### src/rtl/minterm_pkg.sv
// Shared definitions for the minterm extractor: default variable count,
// truth-table width helper and the extraction FSM state encoding.
package minterm_pkg;

    localparam int N_VARS_DEF = 4;

    // Truth-table width for a given number of Boolean variables.
    function automatic int tt_width(input int n_vars);
        return 32'sd1 << n_vars;
    endfunction

    localparam int TT_WIDTH = tt_width(N_VARS_DEF);

    typedef enum logic [1:0] {
        IDLE = 2'd0,
        SCAN = 2'd1,
        EMIT = 2'd2,
        DONE = 2'd3
    } state_e;

endpackage

### src/rtl/minterm_any_above.sv
// Reports whether any bit of the captured truth table lies strictly above
// the given index. Used to qualify the last emitted minterm.
module minterm_any_above
    import minterm_pkg::*;
#(
    parameter int N_VARS = N_VARS_DEF
) (
    input  logic [tt_width(N_VARS)-1:0] table_i,
    input  logic [N_VARS-1:0]           idx_i,
    output logic                        any_o
);

    logic [tt_width(N_VARS)-1:0] above_s;

    // Drop bits at and below idx_i, then OR-reduce what remains.
    always_comb begin
        above_s = (table_i >> idx_i) >> 1'b1;
        any_o   = |above_s;
    end

endmodule

### src/rtl/minterm_extractor.sv
// Minterm extractor: captures a truth table on start and emits the index of
// every set bit in ascending order over a valid/ready stream, one SCAN cycle
// per clear bit. Optional feature macro MINTERM_EXTRACTOR_MAXTERM_EN adds a
// sel_max input that inverts the captured table so maxterms are emitted.
module minterm_extractor
    import minterm_pkg::*;
#(
    parameter int N_VARS = N_VARS_DEF
) (
    input  logic                        clk,
    input  logic                        rst_n,
    input  logic                        start,
    input  logic [tt_width(N_VARS)-1:0] tt_in,
`ifdef MINTERM_EXTRACTOR_MAXTERM_EN
    input  logic                        sel_max,
`endif
    output logic                        busy,
    output logic                        m_valid,
    input  logic                        m_ready,
    output logic [N_VARS-1:0]           m_index,
    output logic                        m_last,
    output logic                        done,
    output logic [N_VARS:0]             count
);

    localparam int TT_W = tt_width(N_VARS);
    localparam logic [N_VARS-1:0] IDX_MAX = {N_VARS{1'b1}};
    localparam logic [N_VARS-1:0] IDX_ONE = {{(N_VARS-1){1'b0}}, 1'b1};
    localparam logic [N_VARS:0]   CNT_ONE = {{N_VARS{1'b0}}, 1'b1};

    state_e              state_q, state_d;
    logic [N_VARS-1:0]   idx_q, idx_d;
    logic [TT_W-1:0]     table_q, table_d;
    logic [N_VARS:0]     count_q, count_d;
    logic                m_last_q, m_last_d;
    logic                busy_q, m_valid_q, done_q;
    logic [TT_W-1:0]     start_table_s;
    logic                any_above_s;

    // Select the table image to capture: raw, or inverted for maxterm mode.
    always_comb begin
`ifdef MINTERM_EXTRACTOR_MAXTERM_EN
        if (sel_max) begin
            start_table_s = ~tt_in;
        end else begin
            start_table_s = tt_in;
        end
`else
        start_table_s = tt_in;
`endif
    end

    minterm_any_above #(
        .N_VARS (N_VARS)
    ) u_any_above (
        .table_i (table_q),
        .idx_i   (idx_q),
        .any_o   (any_above_s)
    );

    // Next-state logic for scan position, captured table, count and m_last.
    always_comb begin
        state_d  = state_q;
        idx_d    = idx_q;
        table_d  = table_q;
        count_d  = count_q;
        m_last_d = m_last_q;
        case (state_q)
            IDLE: begin
                if (start) begin
                    table_d  = start_table_s;
                    count_d  = {(N_VARS+1){1'b0}};
                    idx_d    = {N_VARS{1'b0}};
                    m_last_d = 1'b0;
                    state_d  = SCAN;
                end else begin
                    state_d  = IDLE;
                end
            end
            SCAN: begin
                if (table_q[idx_q]) begin
                    // Last flag is resolved here so it is stable through EMIT.
                    m_last_d = ~any_above_s;
                    state_d  = EMIT;
                end else if (idx_q == IDX_MAX) begin
                    state_d  = DONE;
                end else begin
                    idx_d    = idx_q + IDX_ONE;
                end
            end
            EMIT: begin
                if (m_ready) begin
                    count_d  = count_q + CNT_ONE;
                    m_last_d = 1'b0;
                    if (idx_q == IDX_MAX) begin
                        state_d = DONE;
                    end else begin
                        idx_d   = idx_q + IDX_ONE;
                        state_d = SCAN;
                    end
                end else begin
                    state_d = EMIT;
                end
            end
            DONE: begin
                state_d = IDLE;
            end
            default: begin
                state_d = IDLE;
            end
        endcase
    end

    // State and datapath registers; status outputs registered from next state.
    always_ff @(posedge clk or negedge rst_n) begin
        if (!rst_n) begin
            state_q   <= IDLE;
            idx_q     <= {N_VARS{1'b0}};
            table_q   <= {TT_W{1'b0}};
            count_q   <= {(N_VARS+1){1'b0}};
            m_last_q  <= 1'b0;
            busy_q    <= 1'b0;
            m_valid_q <= 1'b0;
            done_q    <= 1'b0;
        end else begin
            state_q   <= state_d;
            idx_q     <= idx_d;
            table_q   <= table_d;
            count_q   <= count_d;
            m_last_q  <= m_last_d;
            busy_q    <= (state_d != IDLE);
            m_valid_q <= (state_d == EMIT);
            done_q    <= (state_d == DONE);
        end
    end

    assign busy    = busy_q;
    assign m_valid = m_valid_q;
    assign m_index = idx_q;
    assign m_last  = m_last_q;
    assign done    = done_q;
    assign count   = count_q;

endmodule

### config.mk
export PLATFORM = sky130hd
export DESIGN_NAME = minterm_extractor
export DESIGN_NICKNAME = d
export VERILOG_FILES = /design/src/rtl/minterm_pkg.sv /design/src/rtl/minterm_any_above.sv /design/src/rtl/minterm_extractor.sv
export SDC_FILE = /design/constraint.sdc
export NUM_CORES = 1
export LEC_CHECK = 0
export ABC_AREA = 1
export CAP_MARGIN = 20
export CORE_ASPECT_RATIO = 1.2
export CORE_MARGIN = 4
export CORE_UTILIZATION = 52
export DETAILED_ROUTE_END_ITERATION = 12
export GPL_ROUTABILITY_DRIVEN = 0
export GPL_TIMING_DRIVEN = 0
export PLACE_DENSITY = 0.79
export SETUP_SLACK_MARGIN = 0.02
export SYNTH_ARGS = -nofsm -noshare
export SYNTH_HDL_FRONTEND = slang
export SYNTH_SLANG_ARGS = --single-unit
### constraint.sdc
create_clock -name clk -period 2.3 [get_ports clk]
set_input_delay 0.46 -clock clk [delete_from_list [all_inputs] [get_ports clk]]
set_output_delay 0.46 -clock clk [all_outputs]
set_load 0.02 [all_outputs]
=== After elaboration in Yosys (flattened, before gate mapping) ===
Cells that the tools add are included.

* Flip-flop bits (word level): 31
* Bits of input ports: 20
* Output and inout port bits: 13
* Word-level logic and storage cells: 52

* Add/subtract/negate cells: 2
* Magnitude comparators: 1
* Eq/ne operators: 10
* Shifts and indexed selects: 1
* Mux-type cells: 20
* Bitwise operators: 1
* Reductions and logical operators: 9

{| class="wikitable"
|+ Operators by type and width
! kind !! number
|-
| $mux 4 || 4
|-
| $shr 16x4->16 || 1
|-
| $reduce_or 15->1 || 1
|-
| $pmux 4 s3 || 1
|-
| $mux 5 || 2
|-
| $pmux 5 s2 || 1
|-
| $eq 2x2->1 const B || 4
|-
| $mux 2 || 4
|-
| $ne 2x2->1 const B || 4
|-
| $pmux 2 s4 || 1
|-
| $reduce_and 4->1 || 2
|-
| $add 5x1->5 const B || 1
|-
| $lt 4x5->1 const B || 1
|-
| $mux 1 || 5
|-
| $add 4x1->4 const B || 1
|-
| $bmux 1 s4 || 1
|-
| $eq 4x4->1 const B || 1
|-
| $reduce_bool 2->1 || 2
|-
| $pmux 1 s3 || 1
|-
| $reduce_and 3->1 || 1
|-
| $reduce_bool 3->1 || 1
|-
| $eq 2x1->1 const B || 1
|-
| $logic_not 2->1 || 1
|-
| $reduce_and 2->1 || 1
|-
| $not 1->1 || 1
|}

=== Longest topological paths before layout ===
Gate-level depths: netlist (run 1).

* Depth in word-level cells: 5
* Mapped depth: 13
* Mapped depth without buffers: 11

=== Cells and area by module ===
From an unflattened synthesis (run 1), not the netlist that was laid out.

* Cell total of the unflattened synthesis: 264
* Area total of the unflattened synthesis: 1904.3 um2

{| class="wikitable"
|+ By module, submodules not included
! module !! times used !! cells an instance !! area an instance (um2) !! sequential area each (um2)
|-
| minterm_extractor || 1 || 199 || 1609.0 || 775.7
|-
| minterm_any_above || 1 || 65 || 295.3 || 0.0
|}

=== Worst setup path before layout (run 1) ===
No wires, ideal clock.

* Path type: register to register
* From: reg state_q[0]
* To: reg count_q[4], in the netlist count[4]
* Setup time: 129 ps
* Arrival time: 1512 ps
* Required time: 2171 ps
* Slack: 659 ps
* Cell stages (with the launch flop): 11
* Buffers on the path: 0
* Clock period less this slack: 1641 ps
* Cells stage by stage: dfrtp_1 > inv_1 > ha_1 > inv_2 > or2_1 > nand2_2 > a21oi_2 > nand3_2 > nor2_1 > nand2_1 > nor3b_2

* Word-level cells in the longest chain between the ends: 3
* Elaborated cells on any way between the ends: 7
* Classes of those cells: eq/ne: 3; mux: 1; reduce/logical: 3

{| class="wikitable"
|+ RTL lines
! item !! line !! source
|-
| from (decl) || minterm_extractor.sv:31 || <nowiki>state_e state_q, state_d;</nowiki>
|-
| from (signal assigned) || minterm_extractor.sv:126 || <nowiki>state_q <= state_d;</nowiki>
|-
| $eq 2x2->1 / $logic_not 2->1 (equally long branches) || minterm_extractor.sv:68 || <nowiki>case (state_q)</nowiki>
|-
| $ne 2x2->1 (no source line) / $reduce_bool 2->1 (equally long branches) || n/a ||
|-
| $reduce_and 3->1 (no source line) || n/a ||
|-
| to (signal assigned) || minterm_extractor.sv:120 || <nowiki>count_q <= {(N_VARS+1){1'b0}};</nowiki>
|-
| to (signal assigned) || minterm_extractor.sv:129 || <nowiki>count_q <= count_d;</nowiki>
|-
| to (decl) || minterm_extractor.sv:34 || <nowiki>logic [N_VARS:0] count_q, count_d;</nowiki>
|}

Parallel ways exist; a longest one is shown, timed or not.
A chain may end at the register's enable or synchronous reset.

=== Worst setup path after layout (run 1) ===
Same ends and word-level chain as after synthesis.

==> results of run 1 <==
## placed cells by master (no fill, tap or decap), drive strengths merged
cell	count
nor3b	2
nor2	19
clkbuf	8
nor3	1
o31ai	2
a211oi	2
buf	7
clkinv	1
ha	6
a21oi	16
dfrtp	31
inv	24
o21ai	10
mux2	10
or2	2
o21bai	1
clkdlybuf4s50	32
a21o	2
nand3	19
nand2	71
nand4	1
## layout make-up
cell class	instances	area, µm²
multi-input cells	164	897
plain buffers	7	63.8
clock inverters	1	5.00
repair buffers	33	348
clock buffers	7	76.3
fillers	295	1060
inverters	24	92.6
flip-flops and latches	31	776
well taps	37	46.3
## per-stage QoR
stage               total power, mW  setup WS [ns]  instances  hold WS (ns)
floorplan                      1.95          0.659        226         0.164
global placement               2.30          0.202        295         0.497
detailed placement             2.35          0.331        296         0.502
CTS                            2.76          0.454        304         0.515
global route                   2.98          0.260        304         0.541
finish                         2.74          0.481        304         0.512
## flip-flops by register name, indices dropped and copies added, names as in the netlist
name / count
table_q: 16
busy: 1
state_q: 2
m_index: 4
m_last: 1
count: 5
done: 1
m_valid: 1
## path summary, 6_finish.rpt
kind	start	to	slack (ns)	cells after the start
hold reg to reg	table_q[0]$_DFFE_PN0P_	table_q[0]$_DFFE_PN0P_	0.51	1
setup / recovery	state_q[0]$_DFF_PN0_	count[4]$_DFFE_PN0P_	0.48	10
hold / removal	table_q[0]$_DFFE_PN0P_	table_q[0]$_DFFE_PN0P_	0.51	1
min in group asynchronous	rst_n	count[4]$_DFFE_PN0P_	0.63	1
setup reg to reg	state_q[0]$_DFF_PN0_	count[4]$_DFFE_PN0P_	0.48	10
max in group asynchronous	rst_n	table_q[8]$_DFFE_PN0P_	1.12	2
## worst max-delay path: stages (launching register included)
cell     delay [ns]
dfrtp_1        0.39
inv_1          0.08
ha_1           0.27
inv_2          0.09
or2_1          0.12
nand2_2        0.07
a21oi_2        0.23
nand3_2        0.11
nor2_1         0.14
nand2_1        0.06
nor3b_2        0.14
## metal layers
metal	vias to the layer above	part of all wire, %
li1	809	-
met1	739	43
met2	40	50
met3	5	5.5
met4	0	1.2
met5	-	0
## logic make-up (layout without fill, tap and decap cells)
logic type	count (synthesis)	after routing	share of synthesized area, %
compound gates	33	33	10.4
flops	31	31	42.4
fa+ha+maj	6	6	4.10
mux	10	10	6.16
simple gates	115	115	28.4
buf+inv	31	72	8.55
## power by group
part / total, mW / internal, mW / switching [mW]
logic: 1.43 / 0.596 / 0.838
clock network: 0.404 / 0.212 / 0.193
registers: 0.902 / 0.754 / 0.148
total: 2.74 / 1.56 / 1.18
==> metrics, run 1 <==
largest net degree at the start of global routing 18; Root Buffer clkbuf_8; Resized Gates After CTS 0; Post-CTS Hold Fix Bufs 0; most common cell in the netlist nand2_1; Yosys Warn Count 0; core area 0.00337 mm²; GRT Total Usage 17.8%; Hold Path Class register to register; initial antenna violation count 0; synthesized instance count 226; Final #Nets 292; TNS Setup 0 ns; worst vdd ir 0.000853 V; Mapped Nets 252; Post-synth EDFFs 0; TritonCTS sink count 31; minimum clock period after layout 1.82 ns; cts bufs inserted 5; CTS tree yes; HPWL after detailed placement 2.95 mm; largest cells by area after synthesis dfrtp_1, nand2_1, mux2_2; met2 Usage GRT 29.0%; Clock Tree Buf Depth 2; grt met3 use 4.31%; Max transition margin 48.1%; first-pass GRT wire length 6.53 mm; Rows 23; Starting Density 54.3%; Setup Viol. Count Final 0; Async S/R FF share, synth 100%; Pins Over Slew Limit 0; DIE AREA 0.00453 mm²; WS Path Type register to register; H-tree depth 2; Post-Route Skew 0.00450 ns; met1 track utilization from global routing 23.1%; final core utilization 68.5%; Die Y 73.0 µm; Synth top area share 42.4%; Final period util 79.1%; layout cells sized above 1 16.5%; CP required 2.46 ns; grt ovf 0; # diodes 0; Die Wd 62.1 µm; Slew @ Worst Pin 0.777 ns; Syn-to-layout area delta 26.0%; Synth cell types 32; critical path arrival 1.98 ns; crit-path max FO 5; Clk Latency, worst-skew pair 0.28 ns; port bufs 32; vias 1,593; Post-CTS Setup Inserts 0; routed wire length 3.75 mm; CTS clk-pin slew, worst paths 0.06 ns; syn avg cell area 8.09 µm²; first-pass iteration count of the detailed router 4; synth cell count leaders nand2_1, dfrtp_1, inv_1, nor2_1, nand3_1; DRC 0; RSZ-0062 raised after global routing false; post-route antenna net violation count 0; drt first-iter violations 53; WL/cell 12.3 µm; area of placed instances 0.00222 mm²; register area share after synthesis 42.4%; I/O pin count 33; Cell Pwr Density 1190 mW/mm²; Main synth FF type dfrtp_1; leakage power 1.13 nW; max-cap viol count 0; FMAX 0.550 GHz; drt via density 5.24; Final Instance Area 0.00230 mm²; vias in the first global route 1,494; Setup crit start kind register; Syn Std Cell Area 0.00183 mm²; Fin. Hold Viols 0; GR peak layer met2; #FFs+latches synth 31; crit end category register; Synth area leader dfrtp_1; status finished, final reports clean
No activity file was read; power rests on OpenSTA's default activity.
==> run 2: changes to the inputs <==
==> constraint.sdc (replaced) <==
create_clock -name clk -period 1.8 [get_ports clk]
set_input_delay 0.36 -clock clk [delete_from_list [all_inputs] [get_ports clk]]
set_output_delay 0.36 -clock clk [all_outputs]
set_load 0.02 [all_outputs]
==> run 2 against run 1 <==
Sequential share of layout area decreased by 0.65 points. Non-clock buffer count grew 2. Clock skew about the same. Critical path type is now register to primary output. Hold slack about the same. First-iteration DRC count up 28%. Utilization rose by 1.3 points.
==> metrics, run 2 (same netlist as run 1, synthesis figures left out) <==
Final Instance Area 0.00235 mm²; crit end category primary output; Max transition margin 48.1%; Starting Density 54.3%; TritonCTS sink count 31; vias 1,633; DRC 0; CP required 1.44 ns; R2R depth 10; Fin Hold WS 0.512 ns; max-cap viol count 0; H-tree depth 2; post-route antenna net violation count 0; RSZ-0062 raised after global routing true; final core utilization 69.8%; DIE AREA 0.00453 mm²; Post-Route Skew 0.00434 ns; WL/cell 12.5 µm; Final #Nets 294; Crit Reg-Reg Startpoint state_q[1]$_DFF_PN0_; post-route insts no fill 306; GRT Total Usage 17.9%; CP Buf/Inv Count 1; Crit-path slowest cell clkdlybuf4s50_1; Die Wd 62.1 µm; reg2reg end count[4]$_DFFE_PN0P_; Clk Latency, worst-skew pair 0.28 ns; slowest stage delay, CP 0.63 ns; combinational share of power 53.8%; HPWL after detailed placement 2.95 mm; area of placed instances 0.00222 mm²; largest net degree at the start of global routing 18; Clock Power Share 14.4%; hold path start table_q[0]$_DFFE_PN0P_; # diodes 0; Hold Path Class register to register; CTS tree yes; worst vdd ir 0.00115 V; Sw Pwr 1.55 mW; Setup crit start kind register; Worst path top cell family by delay buffers and inverters; R2R setup slack 0.16 ns; Sw Ratio 43.0%; Cell Pwr Density 1530 mW/mm²; first-pass iteration count of the detailed router 5; port bufs 32; Fin. Hold Viols 0; core area 0.00337 mm²; TNS Setup 0 ns; Die Y 73.0 µm; leakage power 1.14 nW; commonest non-fill, non-tap cell in the layout nand2_1; drt first-iter violations 68; # placed instances 296; Rows 23; Slew @ Worst Pin 0.777 ns; Post-CTS Hold Fix Bufs 0; Final period util 94.4%; CTS clk-pin slew, worst paths 0.06 ns; I/O pin count 33; cts bufs inserted 5; FMAX 0.588 GHz; # fillers 287; Syn-to-layout area delta 28.5%; Setup Viol. Count Final 0; max reg flops 16; first-pass GRT wire length 6.58 mm; hold path depth 1; layout cells sized above 1 19.3%; Root Buffer clkbuf_8; vias in the first global route 1,509; status finished, final reports clean; share of total power in sequential cells 31.8%; routed wire length 3.82 mm; crit-path max FO 6; largest reg by FF count table_q; Internal Power 2.05 mW; minimum clock period after layout 1.70 ns; grt ovf 0; critical path arrival 1.34 ns; Hold EP table_q[0]$_DFFE_PN0P_; most frequent cells in the layout nand2_1, clkdlybuf4s50_1, dfrtp_1; Clock Tree Buf Depth 2; crit-path cells clkdlybuf4s50_1; CP Launch Point m_index[3]$_DFFE_PN0P_; drt via density 5.34; WS Path Type register to primary output; initial antenna violation count 0; Pins Over Slew Limit 0
## run 2: area by class of cell
cell class	count	area (µm²)	share of cell area (%)
well taps	37	46.3	1.97
inverters	24	92.6	3.94
flip-flops and latches	31	776	33.0
repair buffers	35	363	15.4
clock buffers	7	76.3	3.25
plain buffers	7	63.8	2.72
multi-input cells	164	927	39.5
clock inverters	1	5.00	0.213
## run 2: power by group through the flow
stage               Clock, mW  Sequential [mW]  Combinational (mW)
finish                  0.517             1.15                1.94
CTS                     0.529             1.14                1.91
detailed placement          0             1.16                1.84
floorplan                   0             1.20                1.29
global placement            0             1.15                1.79
global route            0.557             1.19                2.17
## run 2: per-stage QoR
step | setup slack, ns | power, mW
finish | 0.100 | 3.60
global route | 0.0112 | 3.92
CTS | 0.0400 | 3.58
detailed placement | -0.0692 | 3.00
global placement | -0.198 | 2.94
floorplan | 0.159 | 2.49
## run 2: worst max path at each step
| stage | to | slack, ns | cells after the start |
|---|---|---|---|
| after floorplan | count[4]$_DFFE_PN0P_ | 0.16 | 10 |
| after global routing | count[4]$_DFFE_PN0P_ | 0.01 | 10 |
| after CTS | m_last$_DFFE_PN0P_ | 0.04 | 11 |
| after detailed placement | count[4]$_DFFE_PN0P_ | -0.07 | 8 |
| after global placement | table_q[11]$_DFFE_PN0P_ | -0.20 | 1 |
| final | m_index[3] | 0.10 | 1 |
## run 2: layer usage
metal / vias to the layer above / track usage, % / routed length (µm)
li1: 819 / - / -
met1: 774 / 23.2 / 1680
met2: 35 / 29.3 / 1930
met3: 5 / 4.31 / 163
met4: 0 / 6.51 / 47
met5: - / 0 / 0
## run 2: repair_timing
action / in CTS / in global routing
gates resized for setup: 1 / 8
pin swaps: 0 / 0
setup endpoints to repair: 1 / 6
buffers inserted: 2 / 0
==> run 3: changes to the inputs <==
--- a/config.mk
+++ b/config.mk
@@ -6,6 +6,7 @@
 export NUM_CORES = 1
 export LEC_CHECK = 0
 export ABC_AREA = 1
+export ABC_CLOCK_PERIOD_IN_PS = 1800
 export CAP_MARGIN = 20
 export CORE_ASPECT_RATIO = 1.2
 export CORE_MARGIN = 4
==> results of run 3 <==
No change in the layout: final DEF, timing and power equal those of run 2.
